`src/rtl/cdc_pkg.sv`:
```
// Shared CDC definitions: debounce FSM encoding, default depths and a saturating counter helper.
package cdc_pkg;

   typedef enum logic [1:0] {
      STABLE_LOW  = 2'b00,
      PEND_HIGH   = 2'b01,
      STABLE_HIGH = 2'b11,
      PEND_LOW    = 2'b10
   } dbnc_state_e;

   localparam int unsigned DEF_SYNC_STAGES     = 2;
   localparam int unsigned DEF_DEBOUNCE_CYCLES = 4;
   localparam int unsigned GLITCH_CNT_W        = 8;

   // Increment that sticks at all-ones instead of wrapping.
   function automatic logic [GLITCH_CNT_W-1:0] sat_inc(input logic [GLITCH_CNT_W-1:0] v);
      return (&v) ? v : v + GLITCH_CNT_W'(1);
   endfunction

endpackage

```
`src/rtl/sync_chain.sv`:
```
// Parameterised N-flop level synchroniser with asynchronous active-low reset.
module sync_chain
   import cdc_pkg::*;
#(
   parameter int unsigned STAGES = DEF_SYNC_STAGES
) (
   input  logic clk,
   input  logic rst,
   input  logic d_i,
   output logic q_o
);

   logic [STAGES-1:0] sync_q;

   // Pure shift chain: nothing may sit between the metastability-settling stages.
   always_ff @(posedge clk or negedge rst) begin
      if (!rst) begin
         sync_q <= '0;
      end else begin
         sync_q <= {sync_q[STAGES-2:0], d_i};
      end
   end

   assign q_o = sync_q[STAGES-1];

endmodule

```
`src/rtl/level_debounce_sync.sv`:
```
// Synchronises and debounces a raw asynchronous level, with registered rise/fall strobes.
// Optional rejected-glitch counter enabled by LEVEL_DEBOUNCE_GLITCH_CNT_EN.
module level_debounce_sync
   import cdc_pkg::*;
#(
   parameter int unsigned SYNC_STAGES     = DEF_SYNC_STAGES,
   parameter int unsigned DEBOUNCE_CYCLES = DEF_DEBOUNCE_CYCLES
) (
   input  logic clk,
   input  logic rst,
   input  logic d_async,
   output logic level_out,
   output logic rise,
   output logic fall
`ifdef LEVEL_DEBOUNCE_GLITCH_CNT_EN
   ,
   output logic [GLITCH_CNT_W-1:0] glitch_cnt
`endif
);

   localparam int unsigned    CNT_W    = $clog2(DEBOUNCE_CYCLES) + 1;
   localparam logic [CNT_W-1:0] CNT_LAST = CNT_W'(DEBOUNCE_CYCLES - 1);

   logic              d_sync;
   dbnc_state_e       state_q, state_d;
   logic [CNT_W-1:0]  cnt_q, cnt_d;
   logic              level_q, level_d;
   logic              rise_q, rise_d;
   logic              fall_q, fall_d;

   sync_chain #(
      .STAGES (SYNC_STAGES)
   ) u_sync_chain (
      .clk (clk),
      .rst (rst),
      .d_i (d_async),
      .q_o (d_sync)
   );

   always_ff @(posedge clk or negedge rst) begin
      if (!rst) begin
         state_q <= STABLE_LOW;
         cnt_q   <= '0;
         level_q <= 1'b0;
         rise_q  <= 1'b0;
         fall_q  <= 1'b0;
      end else begin
         state_q <= state_d;
         cnt_q   <= cnt_d;
         level_q <= level_d;
         rise_q  <= rise_d;
         fall_q  <= fall_d;
      end
   end

   // Level follows d_sync only after DEBOUNCE_CYCLES consecutive differing samples.
   always_comb begin
      state_d = state_q;
      cnt_d   = cnt_q;
      level_d = level_q;
      rise_d  = 1'b0;
      fall_d  = 1'b0;
      unique case (state_q)
         STABLE_LOW: begin
            if (d_sync) begin
               if (DEBOUNCE_CYCLES == 1) begin
                  state_d = STABLE_HIGH;
                  level_d = 1'b1;
                  rise_d  = 1'b1;
               end else begin
                  state_d = PEND_HIGH;
                  cnt_d   = CNT_W'(1);
               end
            end
         end
         PEND_HIGH: begin
            if (!d_sync) begin
               state_d = STABLE_LOW;
               cnt_d   = '0;
            end else if (cnt_q == CNT_LAST) begin
               state_d = STABLE_HIGH;
               level_d = 1'b1;
               rise_d  = 1'b1;
               cnt_d   = '0;
            end else begin
               cnt_d = cnt_q + CNT_W'(1);
            end
         end
         STABLE_HIGH: begin
            if (!d_sync) begin
               if (DEBOUNCE_CYCLES == 1) begin
                  state_d = STABLE_LOW;
                  level_d = 1'b0;
                  fall_d  = 1'b1;
               end else begin
                  state_d = PEND_LOW;
                  cnt_d   = CNT_W'(1);
               end
            end
         end
         PEND_LOW: begin
            if (d_sync) begin
               state_d = STABLE_HIGH;
               cnt_d   = '0;
            end else if (cnt_q == CNT_LAST) begin
               state_d = STABLE_LOW;
               level_d = 1'b0;
               fall_d  = 1'b1;
               cnt_d   = '0;
            end else begin
               cnt_d = cnt_q + CNT_W'(1);
            end
         end
         default: begin
            state_d = STABLE_LOW;
            cnt_d   = '0;
         end
      endcase
   end

   assign level_out = level_q;
   assign rise      = rise_q;
   assign fall      = fall_q;

`ifdef LEVEL_DEBOUNCE_GLITCH_CNT_EN
   logic [GLITCH_CNT_W-1:0] glitch_q, glitch_d;

   // Count aborted pending transitions, saturating at all-ones.
   always_comb begin
      glitch_d = glitch_q;
      if (((state_q == PEND_HIGH) && !d_sync) || ((state_q == PEND_LOW) && d_sync)) begin
         glitch_d = sat_inc(glitch_q);
      end
   end

   always_ff @(posedge clk or negedge rst) begin
      if (!rst) begin
         glitch_q <= '0;
      end else begin
         glitch_q <= glitch_d;
      end
   end

   assign glitch_cnt = glitch_q;
`else
   // Without the counter, aborted transitions leave no trace.
`endif

endmodule

```
`config.mk`:
```
export PLATFORM = sky130hd
export DESIGN_NAME = level_debounce_sync
export DESIGN_NICKNAME = d
export VERILOG_FILES = /design/src/rtl/cdc_pkg.sv /design/src/rtl/sync_chain.sv /design/src/rtl/level_debounce_sync.sv
export SDC_FILE = /design/constraint.sdc
export NUM_CORES = 1
export LEC_CHECK = 0
export BUFFER_PORTS_ARGS = -buffer_cell sky130_fd_sc_hd__buf_2
export CORE_AREA = 2 2 39 41
export CTS_BUF_LIST = sky130_fd_sc_hd__clkbuf_4 sky130_fd_sc_hd__clkbuf_8 sky130_fd_sc_hd__clkbuf_16
export DETAILED_ROUTE_END_ITERATION = 10
export DIE_AREA = 0 0 41 43
export PLACE_DENSITY = 0.7
export SLEW_MARGIN = 5
export SYNTH_ARGS = -nofsm -noshare
export SYNTH_HDL_FRONTEND = slang
export SYNTH_SLANG_ARGS = --single-unit
```
`constraint.sdc`:
```
create_clock -name clk -period 1.45 [get_ports clk]
set_input_delay 0.435 -clock clk [delete_from_list [all_inputs] [get_ports clk]]
set_output_delay 0.435 -clock clk [all_outputs]
set_load 0.005 [all_outputs]
```
# ---- After elaboration in Yosys (flattened, before gate mapping)
# Index checks and enable logic that the tools add are counted.
# W data, S select, Z words.
dict set report totals {
  ff_bits 10
  in_bits 3
  output_inout_bits 3
  word_cells 47
}
dict set report classes {
  n_addsub 1
  n_eq_ne 12
  muxes 23
  reduce_logical 5
}
# op n
set op_table {}
lappend op_table {{$mux W3} 5}
lappend op_table {{$mux W2} 6}
lappend op_table {{$pmux W3 S4} 1}
lappend op_table {{$mux W1} 9}
lappend op_table {{$ne A2 B2 Y1 const B} 4}
lappend op_table {{$pmux W2 S4} 1}
lappend op_table {{$reduce_and A5 Y1} 1}
lappend op_table {{$eq A2 B2 Y1 const B} 2}
lappend op_table {{$ne A2 B1 Y1 const B} 2}
lappend op_table {{$reduce_and A4 Y1} 1}
lappend op_table {{$add A3 B1 Y3 const B} 1}
lappend op_table {{$eq A3 B2 Y1 const B} 1}
lappend op_table {{$ne A3 B2 Y1 const B} 1}
lappend op_table {{$ne A3 B3 Y1 const B} 1}
lappend op_table {{$eq A2 B1 Y1 const B} 1}
lappend op_table {{$logic_not A2 Y1} 1}
lappend op_table {{$pmux W1 S2} 1}
lappend op_table {{$reduce_and A2 Y1} 1}
lappend op_table {{$reduce_bool A2 Y1} 1}

# ---- Depth between registers and ports, before layout
dict set report depth {
  ltp_word 4
  ltp_mapped 5
  depth_no_buf 5
}

# ---- Cells and area by module
# From an unflattened synthesis, not the netlist that was laid out.
dict set report unflattened {
  hier_cells 44
  hier_area_um2 539.3
}
# module instances cells_per_inst area_each_um2 seq_area_each_um2
set modules_own_cells {}
lappend modules_own_cells {level_debounce_sync 1 42 489.2 200.2}
lappend modules_own_cells {sync_chain 1 2 50.0 50.0}

# ---- Worst setup path after synthesis
# No wires, ideal clock.
dict set report synth_path {
  kind {register to register}
  startpoint {reg state_q[0]}
  endpoint {reg state_q[1]}
  setup_time_ns 0.125
  arrival_time_ns 1.280
  required_ns 1.325
  slack_ns 0.045
  stages_incl_launch_ff 6
  n_path_buf 0
  period_less_slack_ns 1.405
  path_cell_list {dfrtp_1 > inv_1 > ha_1 > mux2i_2 > o21ai_2 > mux2_4}
}
dict set report synth_between {
  elab_chain_cells 3
  word_cells_on_any_way 10
  cone_classes {eq/ne (7); mux (1); reduce/logical (2)}
}
# element line
set synth_lines {}
lappend synth_lines {{start: declaration} level_debounce_sync.sv:25} ;# dbnc_state_e state_q, state_d;
lappend synth_lines {{start signal: assignment} level_debounce_sync.sv:48} ;# state_q <= state_d;
lappend synth_lines {{$eq A2 B1 Y1, or another cell as far along} level_debounce_sync.sv:63} ;# unique case (state_q)
lappend synth_lines {{$ne A3 B3 Y1 (no line), or another cell as far along} n/a}
lappend synth_lines {{$reduce_and A4 Y1 (no line)} n/a}
# Parallel ways exist; a longest one is shown, timed or not.
# A chain may end at the register's enable or synchronous reset.

# ---- Worst setup path in the final report
dict set report layout_path {
  startpoint {reg cnt_q[0]}
  endpoint {reg level_q (netlist: level_out)}
}
dict set report layout_between {
  elab_chain_cells 3
  word_cells_on_any_way 4
  cone_classes {eq/ne (3); reduce/logical (1)}
}
# element line
set layout_lines {}
lappend layout_lines {{start: declaration} level_debounce_sync.sv:26} ;# logic [CNT_W-1:0] cnt_q, cnt_d;
lappend layout_lines {{start signal: assignment} level_debounce_sync.sv:49} ;# cnt_q <= cnt_d;
lappend layout_lines {{$eq A3 B2 Y1 *} {level_debounce_sync.sv:80, level_debounce_sync.sv:105}}
lappend layout_lines {{$ne A2 B2 Y1 (no line)} n/a}
lappend layout_lines {{$reduce_and A5 Y1 (no line) *} n/a}
lappend layout_lines {{end signal: assignment} level_debounce_sync.sv:50} ;# level_q <= level_d;
lappend layout_lines {{end: declaration} level_debounce_sync.sv:27} ;# logic level_q, level_d;
# Every way passes the cells marked *; elsewhere a longest branch is shown, timed or not.

==> metrics <==
status finished clean; fin crit share 98.3%; adder-cell share of the synthesized area between 10% and 20%; Syn Inst Count 47; final hold violations 0; setup_tns 0 ns; internal power approximately 1000 uW; global placement routability congestion 0.759; Finished Cell Area 737 sq um; Hold Buf Count CTS 0; Compound-Gate Fraction of Synth Area 13.2%; first-pass GRT wire length ~1600 um; startpoint types flop; Yosys reg bits 10; area of the core about 1400 sq um; CP arrival 1.58 ns; Comb power frac 57.1%; clock root buffer clkbuf_4; die span in y 43 um; Inserted Clock Buffers 3; Synth Area in Simple Gates 10.9%; mux share of post-synthesis cell area 11.2%; P_leak 0.000337 uW; routed vias/inst 4.94; vias in the first global route 397; number of nets in the layout 73; Die W 41 um; CP Capture Type flop; Power Density 2170 nW/um^2; Final HPWL DP 753 um; Psw 581 uW; filler instances 121; worst-margin pin slew 0.326 ns; IO Port Bufs 5; FF-to-FF setup slack roughly 0.025 ns; GRT Total Usage 15.1%; final antenna-violating net count 0; Seq pwr share 26.8%; largest vdd supply drop about 0.00079 V; IO Pins 6; sequential element share of the synthesized area 45.6%; Post-Synth XOR/XNOR Area 0%; Slew headroom 78.3%; initial antenna violation count 0; RSZ-0062 raised after global routing yes; max-slew violation count 0; final clock skew 0.00159 ns; slowest cell on the critical path dfrtp_1; post-synthesis cell area approximately 550 sq um; DRC viols 0; CP max stage delay ~0.41 ns; Routed WL 1010 um; commonest cells after routing, fill and taps aside dfrtp_1 (9), buf_4 (8), buf_2 (5); total gr overflow 0; CP endpoint level_out; worst-skew pair later-pin latency 0.27 ns; Yosys Warn Count 0; CP required around 1.6 ns; Placed Area about 640 sq um; Area Overhead vs Synth 34.2%; detailed-route wire length per cell between 10 and 15 um; average size of a mapped cell 11.7 sq um; final worst path period need 1.43 ns; CP Cell Sequence ha_2, and2b_2, buf_4, o21ai_0, o2bb2a_1; commonest non-fill, non-tap cell in the layout dfrtp_1; FF-to-FF path depth 5; DRT Pass-1 Iters 4; Worst Path Class, Setup flop to flop; largest net degree at the start of global routing 11; Max FO, Critical Path 4; ANT cells 0; worst flop-to-flop path startpoint cnt_q[0]; Vias 390; worst setup margin 0.0248 ns; Yosys cell types 24; Worst Hold Class primary input to async pin; 1st-iter DRT viols 3; clock power share 16.2%; deepest clock path buffer count 2; Peak Freq between 700 and 800 MHz; final setup fails 0; Critical Path Start cnt_q[0]; CTS Sinks 10; number of max-cap violations 0; net count of the mapped netlist 56; clock-pin slew on the worst setup and hold paths ~0.070 ns; Initial Utilization 39.7%; FF-to-FF End level_out; CTS tree built; main combinational cell family by area after synthesis adder cells; layout cells sized above 1 between 50% and 60%; pre-CTS setup slack -0.0238 ns; H-Tree Level Count 1; die area 1760 sq um; Switching Fraction 36.4%; FP Rows 14
## power by group through the flow
stage | clock (uW) | combinational (uW) | sequential [uW]
6_report | 258 | 911 | 427
5_1_grt | 282 | 1020 | 440
4_1_cts | 271 | 758 | 415
2_1_floorplan | 0 | 513 | 405
3_3_place_gp | 0 | 724 | 412
3_5_place_dp | 0 | 738 | 418
## synthesized netlist by cell type, drive strengths merged
cell / count / area (sq um)
buf: 1 / 11.3
dfrtp: 10 / 250
mux2: 1 / 15.0
a41oi: 1 / 8.76
o32ai: 1 / 8.76
and2b: 1 / 7.51
nor2b: 2 / 12.5
nor2: 3 / 11.3
o21a: 1 / 7.51
o21ai: 3 / 18.8
mux2i: 3 / 46.3
a21oi: 2 / 10.0
nand3: 1 / 5.00
inv: 5 / 18.8
nand2b: 1 / 6.26
o311ai: 1 / 8.76
o2bb2a: 1 / 10.0
ha: 6 / 75.1
and2: 1 / 6.26
and3: 1 / 7.51
nand2: 1 / 3.75
## final cells by class
| type | count | area (sq um) | share of cell area, % |
|---|---|---|---|
| Tap cell | 16 | 20.0 | 2.72 |
| Inverter | 5 | 21.3 | 2.89 |
| Timing Repair Buffer | 13 | 85.1 | 11.5 |
| Clock buffer | 4 | 36.3 | 4.92 |
| Sequential cell | 10 | 251 | 34.1 |
| Multi-Input combinational cell | 31 | 323 | 43.8 |
## repair_timing
| item | CTS | global route |
|---|---|---|
| endpoints found under the setup margin | 3 | 5 |
| buffers inserted | 0 | 1 |
| gates resized for setup | 3 | 12 |
| pin swaps | 0 | 1 |
## worst min path at each step
| stage | from | cells after the start | slack [ns] | to |
|---|---|---|---|---|
| global placement | rst | 1 | 0.30 | rise |
| floorplan | rst | 0 | 0.14 | cnt_q[0] |
| finish | rst | 1 | 0.009 | fall |
| CTS | rst | 1 | 0.008 | fall |
| global route | rst | 1 | 0.02 | level_out |
| detailed placement | rst | 1 | 0.31 | rise |
## state kept, by name, indices dropped and copies added (netlist names)
name	count
u_sync_chain.sync_q	2
rise	1
state_q	2
level_out	1
fall	1
cnt_q	3
## stage by stage
stage	power, uW	hold slack (ns)	std cells	util (%)
final	1600	0.00874	79	53.3
after global routing	1740	0.0232	79	53.3
after CTS	1440	0.00812	78	48.9
after detailed placement	1160	0.309	74	45.9
after global placement	1140	0.304	74	45.9
after floorplan	918	0.139	47	-
## worst max-delay path, delay by kind of cell (launching register included)
kind                       cells  cell delay (ns)
and+or+nand+nor                1             0.23
AOI/OAI and AO/OA              2             0.35
DFF                            1             0.41
buffers and inverters          1             0.15
adders and majority gates      1             0.18
## metal layers
metal  up-vias  wire length, um  GRT usage, %
met5         -                0             0
met4         0               51          14.0
met3         5               31          3.14
met2        11              474          21.9
met1       180              450          17.2
li1        194                -             -
## cell families after synthesis
kind of cell               count (synthesis)
buffers and inverters                      6
and+or+nand+nor                           11
DFF                                       10
muxes                                      4
adders and majority gates                  6
AOI/OAI and AO/OA                         10
Note: power is estimated with default switching activity, not from simulation.
